`src/rtl/multiword_add_sequencer_if.sv`:
```
// Handshake bundle for the multiword add sequencer: operand-in and result-out
// channels plus the busy status.
`timescale 1ns/1ps
interface multiword_add_sequencer_if #(
  parameter int W     = 32,
  parameter int WORDS = 4
) ();
  localparam int WW = W * WORDS;

  logic          in_valid;
  logic          in_ready;
  logic [WW-1:0] in_a;
  logic [WW-1:0] in_b;
  logic          in_sub;
  logic          out_valid;
  logic          out_ready;
  logic [WW-1:0] out_sum;
  logic          out_cout;
  logic          out_ovf;
  logic          busy;

  modport slave (
    input  in_valid, in_a, in_b, in_sub, out_ready,
    output in_ready, out_valid, out_sum, out_cout, out_ovf, busy
  );

  modport master (
    output in_valid, in_a, in_b, in_sub, out_ready,
    input  in_ready, out_valid, out_sum, out_cout, out_ovf, busy
  );
endinterface

```
`src/rtl/multiword_add_sequencer.sv`:
```
// Iterative WORDS*W-bit adder/subtractor: one W-bit slice per cycle, LSB first,
// carry chained between slices; result, carry-out and signed overflow on a handshake.
`timescale 1ns/1ps
module multiword_add_sequencer #(
  parameter int W     = 32,
  parameter int WORDS = 4
) (
  input  logic                      clk,
  input  logic                      rst_n,
  multiword_add_sequencer_if.slave  bus
);
  localparam int WW = W * WORDS;
  localparam int IW = (WORDS > 1) ? $clog2(WORDS) : 1;
  localparam logic [IW-1:0] LAST_IDX = IW'(WORDS - 1);

  typedef enum logic [1:0] {
    ST_IDLE = 2'd0,
    ST_RUN  = 2'd1,
    ST_DONE = 2'd2
  } state_t;

  state_t          state_r;
  logic [IW-1:0]   idx_r;
  logic            carry_r;
  logic [WW-1:0]   a_r;
  logic [WW-1:0]   b_r;
  logic [WW-1:0]   sum_r;
  logic            cout_r;
  logic            ovf_r;
  logic            valid_r;

  logic [W-1:0]    a_slice_s;
  logic [W-1:0]    b_slice_s;
  logic [W:0]      slice_s;
  logic            last_s;

  // Signed overflow: operands agree in sign but the result does not.
  function automatic logic ovf_f(input logic a_msb, input logic b_msb, input logic s_msb);
    return (a_msb == b_msb) && (s_msb != a_msb);
  endfunction

  // Chunk adder datapath; b_r already holds ~B for subtraction, carry_r the +1.
  assign a_slice_s = a_r[int'(idx_r) * W +: W];
  assign b_slice_s = b_r[int'(idx_r) * W +: W];
  assign slice_s   = {1'b0, a_slice_s} + {1'b0, b_slice_s} + {{W{1'b0}}, carry_r};
  assign last_s    = (idx_r == LAST_IDX);

  // in_ready and busy are forced low while reset is asserted, not only after the edge.
  assign bus.in_ready  = rst_n && (state_r == ST_IDLE);
  assign bus.busy      = rst_n && (state_r != ST_IDLE);
  assign bus.out_valid = valid_r;
  assign bus.out_sum   = sum_r;
  assign bus.out_cout  = cout_r;
  assign bus.out_ovf   = ovf_r;

  // Control FSM plus operand capture and in-place slice writeback.
  always_ff @(posedge clk) begin
    if (!rst_n) begin
      state_r <= ST_IDLE;
      idx_r   <= {IW{1'b0}};
      carry_r <= 1'b0;
      a_r     <= {WW{1'b0}};
      b_r     <= {WW{1'b0}};
      sum_r   <= {WW{1'b0}};
      cout_r  <= 1'b0;
      ovf_r   <= 1'b0;
      valid_r <= 1'b0;
    end else begin
      case (state_r)
        ST_IDLE: begin
          if (bus.in_valid) begin
            a_r     <= bus.in_a;
            b_r     <= bus.in_sub ? ~bus.in_b : bus.in_b;
            carry_r <= bus.in_sub;
            idx_r   <= {IW{1'b0}};
            state_r <= ST_RUN;
          end
        end
        ST_RUN: begin
          sum_r[int'(idx_r) * W +: W] <= slice_s[W-1:0];
          carry_r <= slice_s[W];
          if (last_s) begin
            idx_r   <= {IW{1'b0}};
            cout_r  <= slice_s[W];
            ovf_r   <= ovf_f(a_r[WW-1], b_r[WW-1], slice_s[W-1]);
            valid_r <= 1'b1;
            state_r <= ST_DONE;
          end else begin
            idx_r <= idx_r + IW'(1);
          end
        end
        ST_DONE: begin
          // Results stay frozen until the consumer takes them.
          if (bus.out_ready) begin
            valid_r <= 1'b0;
            state_r <= ST_IDLE;
          end
        end
        default: begin
          valid_r <= 1'b0;
          idx_r   <= {IW{1'b0}};
          state_r <= ST_IDLE;
        end
      endcase
    end
  end
endmodule

```
`src/flat_wrapper.sv`:
```
// flat-port wrapper written by rule: the top's interface ports become plain ports
module multiword_add_sequencer_flat 
#(
  parameter int W     = 32,
  parameter int WORDS = 4
)
  (clk, rst_n, bus_in_valid, bus_in_a, bus_in_b, bus_in_sub, bus_out_ready, bus_in_ready, bus_out_valid, bus_out_sum, bus_out_cout, bus_out_ovf, bus_busy);
  multiword_add_sequencer_if #(.W(W), .WORDS(WORDS)) bus_i ();
  input  logic clk;
  input  logic rst_n;
  input wire logic [$bits(bus_i.in_valid)-1:0] bus_in_valid;
  input wire logic [$bits(bus_i.in_a)-1:0] bus_in_a;
  input wire logic [$bits(bus_i.in_b)-1:0] bus_in_b;
  input wire logic [$bits(bus_i.in_sub)-1:0] bus_in_sub;
  input wire logic [$bits(bus_i.out_ready)-1:0] bus_out_ready;
  output wire logic [$bits(bus_i.in_ready)-1:0] bus_in_ready;
  output wire logic [$bits(bus_i.out_valid)-1:0] bus_out_valid;
  output wire logic [$bits(bus_i.out_sum)-1:0] bus_out_sum;
  output wire logic [$bits(bus_i.out_cout)-1:0] bus_out_cout;
  output wire logic [$bits(bus_i.out_ovf)-1:0] bus_out_ovf;
  output wire logic [$bits(bus_i.busy)-1:0] bus_busy;
  assign bus_i.in_valid = bus_in_valid;
  assign bus_i.in_a = bus_in_a;
  assign bus_i.in_b = bus_in_b;
  assign bus_i.in_sub = bus_in_sub;
  assign bus_i.out_ready = bus_out_ready;
  assign bus_in_ready = bus_i.in_ready;
  assign bus_out_valid = bus_i.out_valid;
  assign bus_out_sum = bus_i.out_sum;
  assign bus_out_cout = bus_i.out_cout;
  assign bus_out_ovf = bus_i.out_ovf;
  assign bus_busy = bus_i.busy;
  multiword_add_sequencer #(.W(W), .WORDS(WORDS)) u_core (.clk(clk), .rst_n(rst_n), .bus(bus_i));
endmodule
```
`config.mk`:
```
export PLATFORM = sky130hd
export DESIGN_NAME = multiword_add_sequencer_flat
export DESIGN_NICKNAME = d
export VERILOG_FILES = /design/src/rtl/multiword_add_sequencer_if.sv /design/src/rtl/multiword_add_sequencer.sv /design/src/flat_wrapper.sv
export SDC_FILE = /design/constraint.sdc
export NUM_CORES = 1
export LEC_CHECK = 0
export ABC_AREA = 1
export BUFFER_PORTS_ARGS = -buffer_cell sky130_fd_sc_hd__buf_2
export CELL_PAD_IN_SITES_DETAIL_PLACEMENT = 2
export CELL_PAD_IN_SITES_GLOBAL_PLACEMENT = 2
export CORE_MARGIN = 4
export CORE_UTILIZATION = 33
export DETAILED_ROUTE_END_ITERATION = 8
export PLACE_DENSITY = 0.83
export RECOVER_POWER = 25
export SLEW_MARGIN = 30
export SYNTH_ARGS = -nofsm -noshare
export SYNTH_HDL_FRONTEND = slang
export SYNTH_SLANG_ARGS = --single-unit
```
`constraint.sdc`:
```
create_clock -name clk -period 6.4 [get_ports clk]
set_input_delay 1.28 -clock clk [delete_from_list [all_inputs] [get_ports clk]]
set_output_delay 1.28 -clock clk [all_outputs]
set_load 0.05 [all_outputs]
```
# --- Yosys cells after proc, flatten, opt, wreduce, memory -nomap -nowiden ---
# Index checks and enable logic that the tools add are counted.
word_totals:
  elab_cells: 54
  out_inout_bits: 133
  inputBits: 261
  register_bits: 392
classes:
  eq_ne: 8
  add_sub_neg: 4
  n_reduce_logical: 12
  n_mux: 14
  n_shift: 4
  bitwise_logic: 3
ops:
  columns: ["op", "n"]
  rows:
  - ["$shiftx 128x8->32", 2]
  - ["$bwmux 128", 1]
  - ["$mux 128", 1]
  - ["$not 128->128", 1]
  - ["$shift 32x33->128 const A", 1]
  - ["$shiftx 32x33->128", 1]
  - ["$add 32x32->33", 1]
  - ["$add 33x1->33", 1]
  - ["$neg 7->33", 1]
  - ["$pmux 2 s3", 2]
  - ["$mux 2", 5]
  - ["$reduce_and 2->1", 4]
  - ["$reduce_and 3->1", 2]
  - ["$eq 2x2->1 const B", 2]
  - ["$ne 2x2->1 const B", 2]
  - ["$reduce_bool 2->1", 2]
  - ["$logic_and 1x1->1", 3]
  - ["$mux 1", 3]
  - ["$pmux 1 s3", 1]
  - ["$add 2x1->2 const B", 1]
  - ["$eq 2x1->1 const B", 1]
  - ["$logic_not 2->1", 1]
  - ["$ne 2x1->1 const B", 1]
  - ["$not 1->1", 2]
  - ["3 further kinds", 3]

# --- Depth between registers and ports, before layout ---
# Gate-level depths: netlist of run 1.
logic_depth:
  depth_word: 5
  depth_mapped: 20

# --- Worst setup path before layout of run 1 ---
# No wires, ideal clock.
synth_path:
  kind: "input -> output"
  from: "input port rst_n"
  to: "output port bus_in_ready"
  t_required_ps: 5120
  stages: 4
  setup_slack_ps: 2372
  arrival_time_ps: 2748
  path_buffers: 2
  path_cell_list: "inv_1 > clkbuf_1 > clkbuf_1 > nor3_1"
synth_via:
  elab_chain_cells: 1
synth_lines:
  columns: ["element", "line", "text"]
  rows:
  - ["from (decl)", "flat_wrapper.sv:10", "input logic rst_n;"]
  - ["$logic_and 1x1->1", "multiword_add_sequencer.sv:49", "assign bus.in_ready = rst_n && (state_r == ST_IDLE);"]
  - ["to (decl)", "flat_wrapper.sv:16", "output wire logic [$bits(bus_i.in_ready)-1:0] bus_in_ready;"]
# No other way between the ends.

# --- Worst setup path in the final report of run 1 ---
layout_path:
  from: "input port bus_in_valid"
  to: "register u_core.b_r[45]"
layout_via:
  elab_chain_cells: 1
layout_lines:
  columns: ["element", "line", "text"]
  rows:
  - ["from (decl)", "flat_wrapper.sv:11", "input wire logic [$bits(bus_i.in_valid)-1:0] bus_in_valid;"]
  - ["$reduce_and 2->1 (no source line)", null, null]
  - ["to (signal assigned)", "multiword_add_sequencer.sv:63", "b_r <= {WW{1'b0}};"]
  - ["to (signal assigned)", "multiword_add_sequencer.sv:73", "b_r <= bus.in_sub ? ~bus.in_b : bus.in_b;"]
  - ["to (decl)", "multiword_add_sequencer.sv:26", "logic [WW-1:0] b_r;"]
# No other way between the ends.
# A chain may end at the register's enable or synchronous reset.

==> impl_metrics.json, run 1 <==
{
  "status": "finished, violations left",
  "violations": "capacitance limit, slew limit",
  "powerDensity_nw_per_um2": 314.9,
  "endpoint_kind": "register",
  "syn2layout_area_growth_pct": 19.87,
  "cts.htree.levels": 2,
  "seqPwrFrac_pct": 38.0,
  "clock_sink_count": 392,
  "row_count": 87,
  "met3_usage_pct": 3.252,
  "synth_top_family_by_area": "simple AND/OR/NAND/NOR gates",
  "hp-class": "register to register",
  "worstPathCellList": "clkbuf_1 -> nand2_1 -> inv_8 -> buf_4 -> nor2_1 -> a211oi_1",
  "slew_headroom_pct": -49.67,
  "finClkSkew_ps": 26.83,
  "setup-tns-final_ps": 0,
  "grt_pass1_wl_mm": 120.8,
  "post-route-min-period_ps": 4814,
  "critPathKind": "input pin to register",
  "synth_compound_area_share_pct": 18.33,
  "drtIter0Drc": 1092,
  "synth_nets": 2944,
  "cts.clk_slew.worst_paths_ps": 60,
  "power_frac_comb_pct": 24.3,
  "die_w_um": 247.7,
  "dp_hpwl_mm": 57.90,
  "cellLeakagePower_nw": 9.526,
  "ys_ff_latch": 392,
  "cts_setup_buffers": 0,
  "finalPower_mw": 7.157,
  "final_cell_mix": "nor2_1, nand2_1, dfxtp_1",
  "antenna_found_initial": 3,
  "drt-pass1-iter-count": 5,
  "final_cell_area_um2": 22730,
  "drv_cap": 1,
  "top_usage_layer": "met2",
  "p_sw_mw": 2.411,
  "critPathMaxStageDelay_ps": 1270,
  "diodes": 0,
  "ir_drop_mv": 0.2051,
  "hold_ws_ps": 466.4,
  "yosys-top-cells-area": "dfxtp_1, nor2_1, nand2_1, o21ai_0, xnor2_1",
  "place_area_um2": 21300,
  "finalCoreUtilization_pct": 40.16,
  "track_usage_pct": 25.19,
  "path_max_fanout": 142,
  "swShare_pct": 33.69,
  "cts_tree": "yes",
  "max_freq_ghz": 0.2077,
  "worst_setup_path_start_kind": "input pin",
  "gp_congestion": 0.8373,
  "die_area_um2": 61360,
  "post_cts_resized": 0,
  "final_common_cell": "nor2_1",
  "synthMuxAreaShare_pct": 0,
  "required_ps": 6880,
  "met2_usage_pct": 43.30,
  "timing.critical_path.buf_inv": 3,
  "tightest_slew_ps": 2245,
  "vias": 19320,
  "hold_buffers": 0,
  "crit_path_top_delay_cell": "inv_8",
  "setup_viol": 0,
  "drive_gt1_share_pct": 14.98,
  "fin_crit_sh_pct": 75.22,
  "die_h_um": 247.7,
  "core-area_um2": 56600,
  "ant_nets": 0,
  "grt-ovfl-total": 0,
  "clk_path_buf_depth": 3,
  "grt_max_degree": 155,
  "avgSynthCellArea_um2": 7.172,
  "synth_cell_type_count": 35,
  "power_frac_clock_pct": 37.8,
  "io_buffers": 393,
  "routedWlPerCell_um": 21.65,
  "ys_seq_area_share_pct": 41.38,
  "synthCells": 2644,
  "met1_usage_pct": 33.50,
  "final_net_count": 3214,
  "drc_errors": 0,
  "critPathTopFamily": "buffers and inverters",
  "synth_fa_ha_area_share_pct": 2.652,
  "yosysTopAreaCell": "dfxtp_1",
  "drt_wl_total_mm": 80.08,
  "rsz0062_at_grt": "false",
  "root_buffer": "clkbuf_16",
  "critPathArrivalTime_ps": 5300,
  "yosys_warnings": 0,
  "final_max_slew_viol_count": 64,
  "initial_utilization_pct": 33.50,
  "synthXorXnorAreaFrac_pct": 6.935,
  "grt_pass1_vias": 20480,
  "cts-buffers-inserted": 45,
  "syn_area_um2": 18960,
  "synth_top_area_share_pct": 41.38,
  "yosys.area_share.simple_pct": 23.78,
  "hold_viol": 0,
  "ios": 394,
  "p_int_mw": 4.746,
  "via_per_inst": 5.222,
  "clkLatencyLatePin_ps": 600
}
-- path summary, 6_finish.rpt --
check        depth (start not counted)  slack (ps)                   start                endpoint
min reg2reg                          2         470  u_core.bus.out_sum[78]  u_core.bus.out_sum[78]
max                                  6        1590            bus_in_valid          u_core.b_r[45]
max reg2reg                          6        1840       u_core.state_r[1]          u_core.b_r[45]
min                                  2         470  u_core.bus.out_sum[78]  u_core.bus.out_sum[78]
-- Yosys cell counts, drive strengths merged --
cell type	number
a211oi	128
a21o	1
a21oi	150
a22oi	4
and2	1
and3	2
buf	81
clkbuf	112
clkinv	3
dfxtp	392
fa	2
ha	37
inv	131
nand2	436
nand3	66
nand3b	1
nand4	35
nor2	584
nor3	5
nor4	1
o21ai	259
o21bai	3
o22ai	64
or2	1
xnor2	128
xor2	17
-- power groups by stage --
| stage | combinational (mW) | sequential [mW] | clock, mW |
|---|---|---|---|
| after floorplan | 1.05 | 2.79 | 0 |
| after global placement | 1.65 | 2.75 | 0 |
| after detailed placement | 1.72 | 2.77 | 0 |
| after CTS | 1.74 | 2.72 | 2.76 |
| after global routing | 1.92 | 2.73 | 2.86 |
| final | 1.74 | 2.72 | 2.70 |
-- state kept, by name, summed over array words and instances, names as in the netlist --
signal / count
u_core.bus.out_valid: 1
u_core.carry_r: 1
u_core.bus.out_sum: 128
u_core.idx_r: 2
u_core.bus.out_cout: 1
u_core.b_r: 128
u_core.bus.out_ovf: 1
u_core.a_r: 128
u_core.state_r: 2
-- tightest hold or removal path, stage by stage (launching register included) --
cell and delay (ps):
dfxtp_1 310, nand2_1 60, a21oi_1 50
-- layer usage --
layer,wire length (µm),share of wire (%)
met1,36560,46
met2,38140,48
met3,3448,4.3
met4,1924,2.4
met5,13,0.016
-- cell families (layout without fill, tap and decap cells) --
kind of cell	Yosys count	after routing
buffers and inverters	327	626
adder cells (fa/ha/maj)	39	39
AND/OR/NAND/NOR	1132	1132
AO/OA/AOI/OAI	609	609
flip-flops	392	392
XOR/XNOR	145	145
-- stage by stage --
stage,setup WS (ps),instances
after floorplan,2372,2644
after global placement,2479,3623
after detailed placement,2307,3623
after CTS,2235,3699
after global routing,1188,3699
final,1586,3699
-- area by class of cell --
type | count | area, µm²
Clock buffer | 64 | 1348
Clock inverter | 12 | 190.2
Fill cell | 6711 | 33870
Inverter | 134 | 523.0
Multi-Input combinational cell | 1925 | 9811
Sequential cell | 392 | 7853
Tap cell | 756 | 945.9
Timing Repair Buffer | 416 | 2061
No activity file was read; power rests on OpenSTA's default activity.
==> run 2, diff against run 1 <==
--- a/config.mk
+++ b/config.mk
@@ -10,9 +10,9 @@
 export CELL_PAD_IN_SITES_DETAIL_PLACEMENT = 2
 export CELL_PAD_IN_SITES_GLOBAL_PLACEMENT = 2
 export CORE_MARGIN = 4
-export CORE_UTILIZATION = 33
+export CORE_UTILIZATION = 31
 export DETAILED_ROUTE_END_ITERATION = 8
-export PLACE_DENSITY = 0.83
+export PLACE_DENSITY = 0.78
 export RECOVER_POWER = 25
 export SLEW_MARGIN = 30
 export SYNTH_ARGS = -nofsm -noshare
==> constraint.sdc (replaced) <==
create_clock -name clk -period 4.5 [get_ports clk]
set_input_delay 0.9 -clock clk [delete_from_list [all_inputs] [get_ports clk]]
set_output_delay 0.9 -clock clk [all_outputs]
set_load 0.05 [all_outputs]
==> impl_metrics.json, run 2 (same netlist as run 1, synthesis figures left out) <==
{
  "slew_headroom_pct": -53.14,
  "met2_usage_pct": 39.68,
  "io_buffers": 393,
  "ant_nets": 0,
  "drt_wl_total_mm": 81.35,
  "cts_tree": "yes",
  "drt-pass1-iter-count": 5,
  "grt-ovfl-total": 0,
  "setup-tns-final_ps": 0,
  "met3_usage_pct": 3.516,
  "final_max_slew_viol_count": 130,
  "track_usage_pct": 23.81,
  "drv_cap": 1,
  "critPathTopFamily": "buffers and inverters",
  "drc_errors": 0,
  "status": "finished, violations left",
  "grt_pass1_vias": 20850,
  "setup_viol": 0,
  "rsz0062_at_grt": "false",
  "finClkSkew_ps": 16.41,
  "crit_path_top_delay_cell": "clkinvlp_4",
  "die_area_um2": 65190,
  "critPathKind": "register to register",
  "final_common_cell": "nor2_1",
  "via_per_inst": 5.146,
  "antenna_found_initial": 5,
  "die_w_um": 255.3,
  "final_net_count": 3221,
  "path_max_fanout": 131,
  "cellLeakagePower_nw": 9.593,
  "hold_start": "u_core.bus.out_sum[78]",
  "setup_ws_ps": 616.5,
  "routedWlPerCell_um": 21.75,
  "hold_buffers": 0,
  "cts.htree.levels": 2,
  "cts.clk_slew.worst_paths_ps": 60,
  "drtIter0Drc": 1181,
  "final_cell_area_um2": 22870,
  "r2r-start": "u_core.state_r[1]",
  "final_cell_mix": "nor2_1, nand2_1, dfxtp_1",
  "root_buffer": "clkbuf_16",
  "required_ps": 4980,
  "tightest_slew_ps": 2297,
  "post-route-min-period_ps": 3883,
  "clk_path_buf_depth": 3,
  "clock_sink_count": 392,
  "ios": 394,
  "top_usage_layer": "met2",
  "place_area_um2": 21430,
  "crit_start": "u_core.state_r[1]",
  "powerDensity_nw_per_um2": 445.8,
  "worst_setup_path_start_kind": "register",
  "fin_crit_sh_pct": 86.30,
  "grt_max_degree": 167,
  "hold_ws_ps": 467.1,
  "grt_pass1_wl_mm": 123.7,
  "hp-class": "register to register",
  "critPathMaxStageDelay_ps": 1630,
  "max_freq_ghz": 0.2575,
  "pre_cts_slack_ps": 734.6,
  "post_cts_resized": 0,
  "violations": "capacitance limit, slew limit",
  "die_h_um": 255.3,
  "worstPathCellList": "nor2_1 -> nand2_1 -> clkinvlp_4 -> buf_12 -> a211oi_1",
  "hold_viol": 0,
  "row_count": 90,
  "drive_gt1_share_pct": 15.42,
  "dp_hpwl_mm": 59.54,
  "gp_congestion": 0.8522,
  "cts_setup_buffers": 0,
  "timing.critical_path.buf_inv": 2,
  "clkLatencyLatePin_ps": 590,
  "vias": 19250,
  "core-area_um2": 60470,
  "cts-buffers-inserted": 46,
  "ir_drop_mv": 0.2324,
  "met1_usage_pct": 32.69,
  "initial_utilization_pct": 31.36,
  "endpoint_kind": "register",
  "syn2layout_area_growth_pct": 20.59,
  "critPathArrivalTime_ps": 4360
}
[run 2: stage by stage]
stage | power [mW] | utilization, % | std cells
final | 10.19 | 37.82 | 3741
after global routing | 10.72 | 37.81 | 3740
after CTS | 10.29 | 37.98 | 3739
after detailed placement | 6.402 | 35.43 | 3655
after global placement | 6.295 | 35.43 | 3655
after floorplan | 5.460 | - | 2644
[run 2: final timing paths]
| check | cells past startpoint | to | slack (ps) |
|---|---|---|---|
| setup / recovery | 5 | u_core.b_r[49] | 620 |
| setup reg to reg | 5 | u_core.b_r[49] | 620 |
| hold / removal | 2 | u_core.bus.out_sum[78] | 470 |
| hold reg to reg | 2 | u_core.bus.out_sum[78] | 470 |
[run 2: cell type report]
| type | count | area (µm²) |
|---|---|---|
| inverter | 134 | 516.7 |
| tap | 782 | 978.4 |
| clock buffer | 72 | 1370 |
| clock inverter | 12 | 170.2 |
| fill | 7193 | 37600 |
| timing repair buffer | 422 | 2163 |
| sequential | 392 | 7853 |
| multi-input combinational | 1925 | 9811 |
| antenna | 2 | 5.005 |
[run 2: power breakdown]
| part | leakage [nW] | internal (mW) | switching [mW] | total [mW] |
|---|---|---|---|---|
| clock network | 0.746 | 2.27 | 1.57 | 3.84 |
| logic | 5.63 | 0.745 | 1.75 | 2.49 |
| registers | 3.22 | 3.71 | 0.153 | 3.86 |
[run 2: per-layer routing]
metal	wire (µm)	up-vias
met3	3296	102
met4	1781	0
met5	0	-
met1	38460	9470
li1	-	9241
met2	37810	438
[run 2: tightest hold or removal path: cells and delay by family (launching register included)]
family | cells | cell delay, ps
AO/OA/AOI/OAI | 1 | 50
AND/OR/NAND/NOR | 1 | 60
flip-flops | 1 | 310
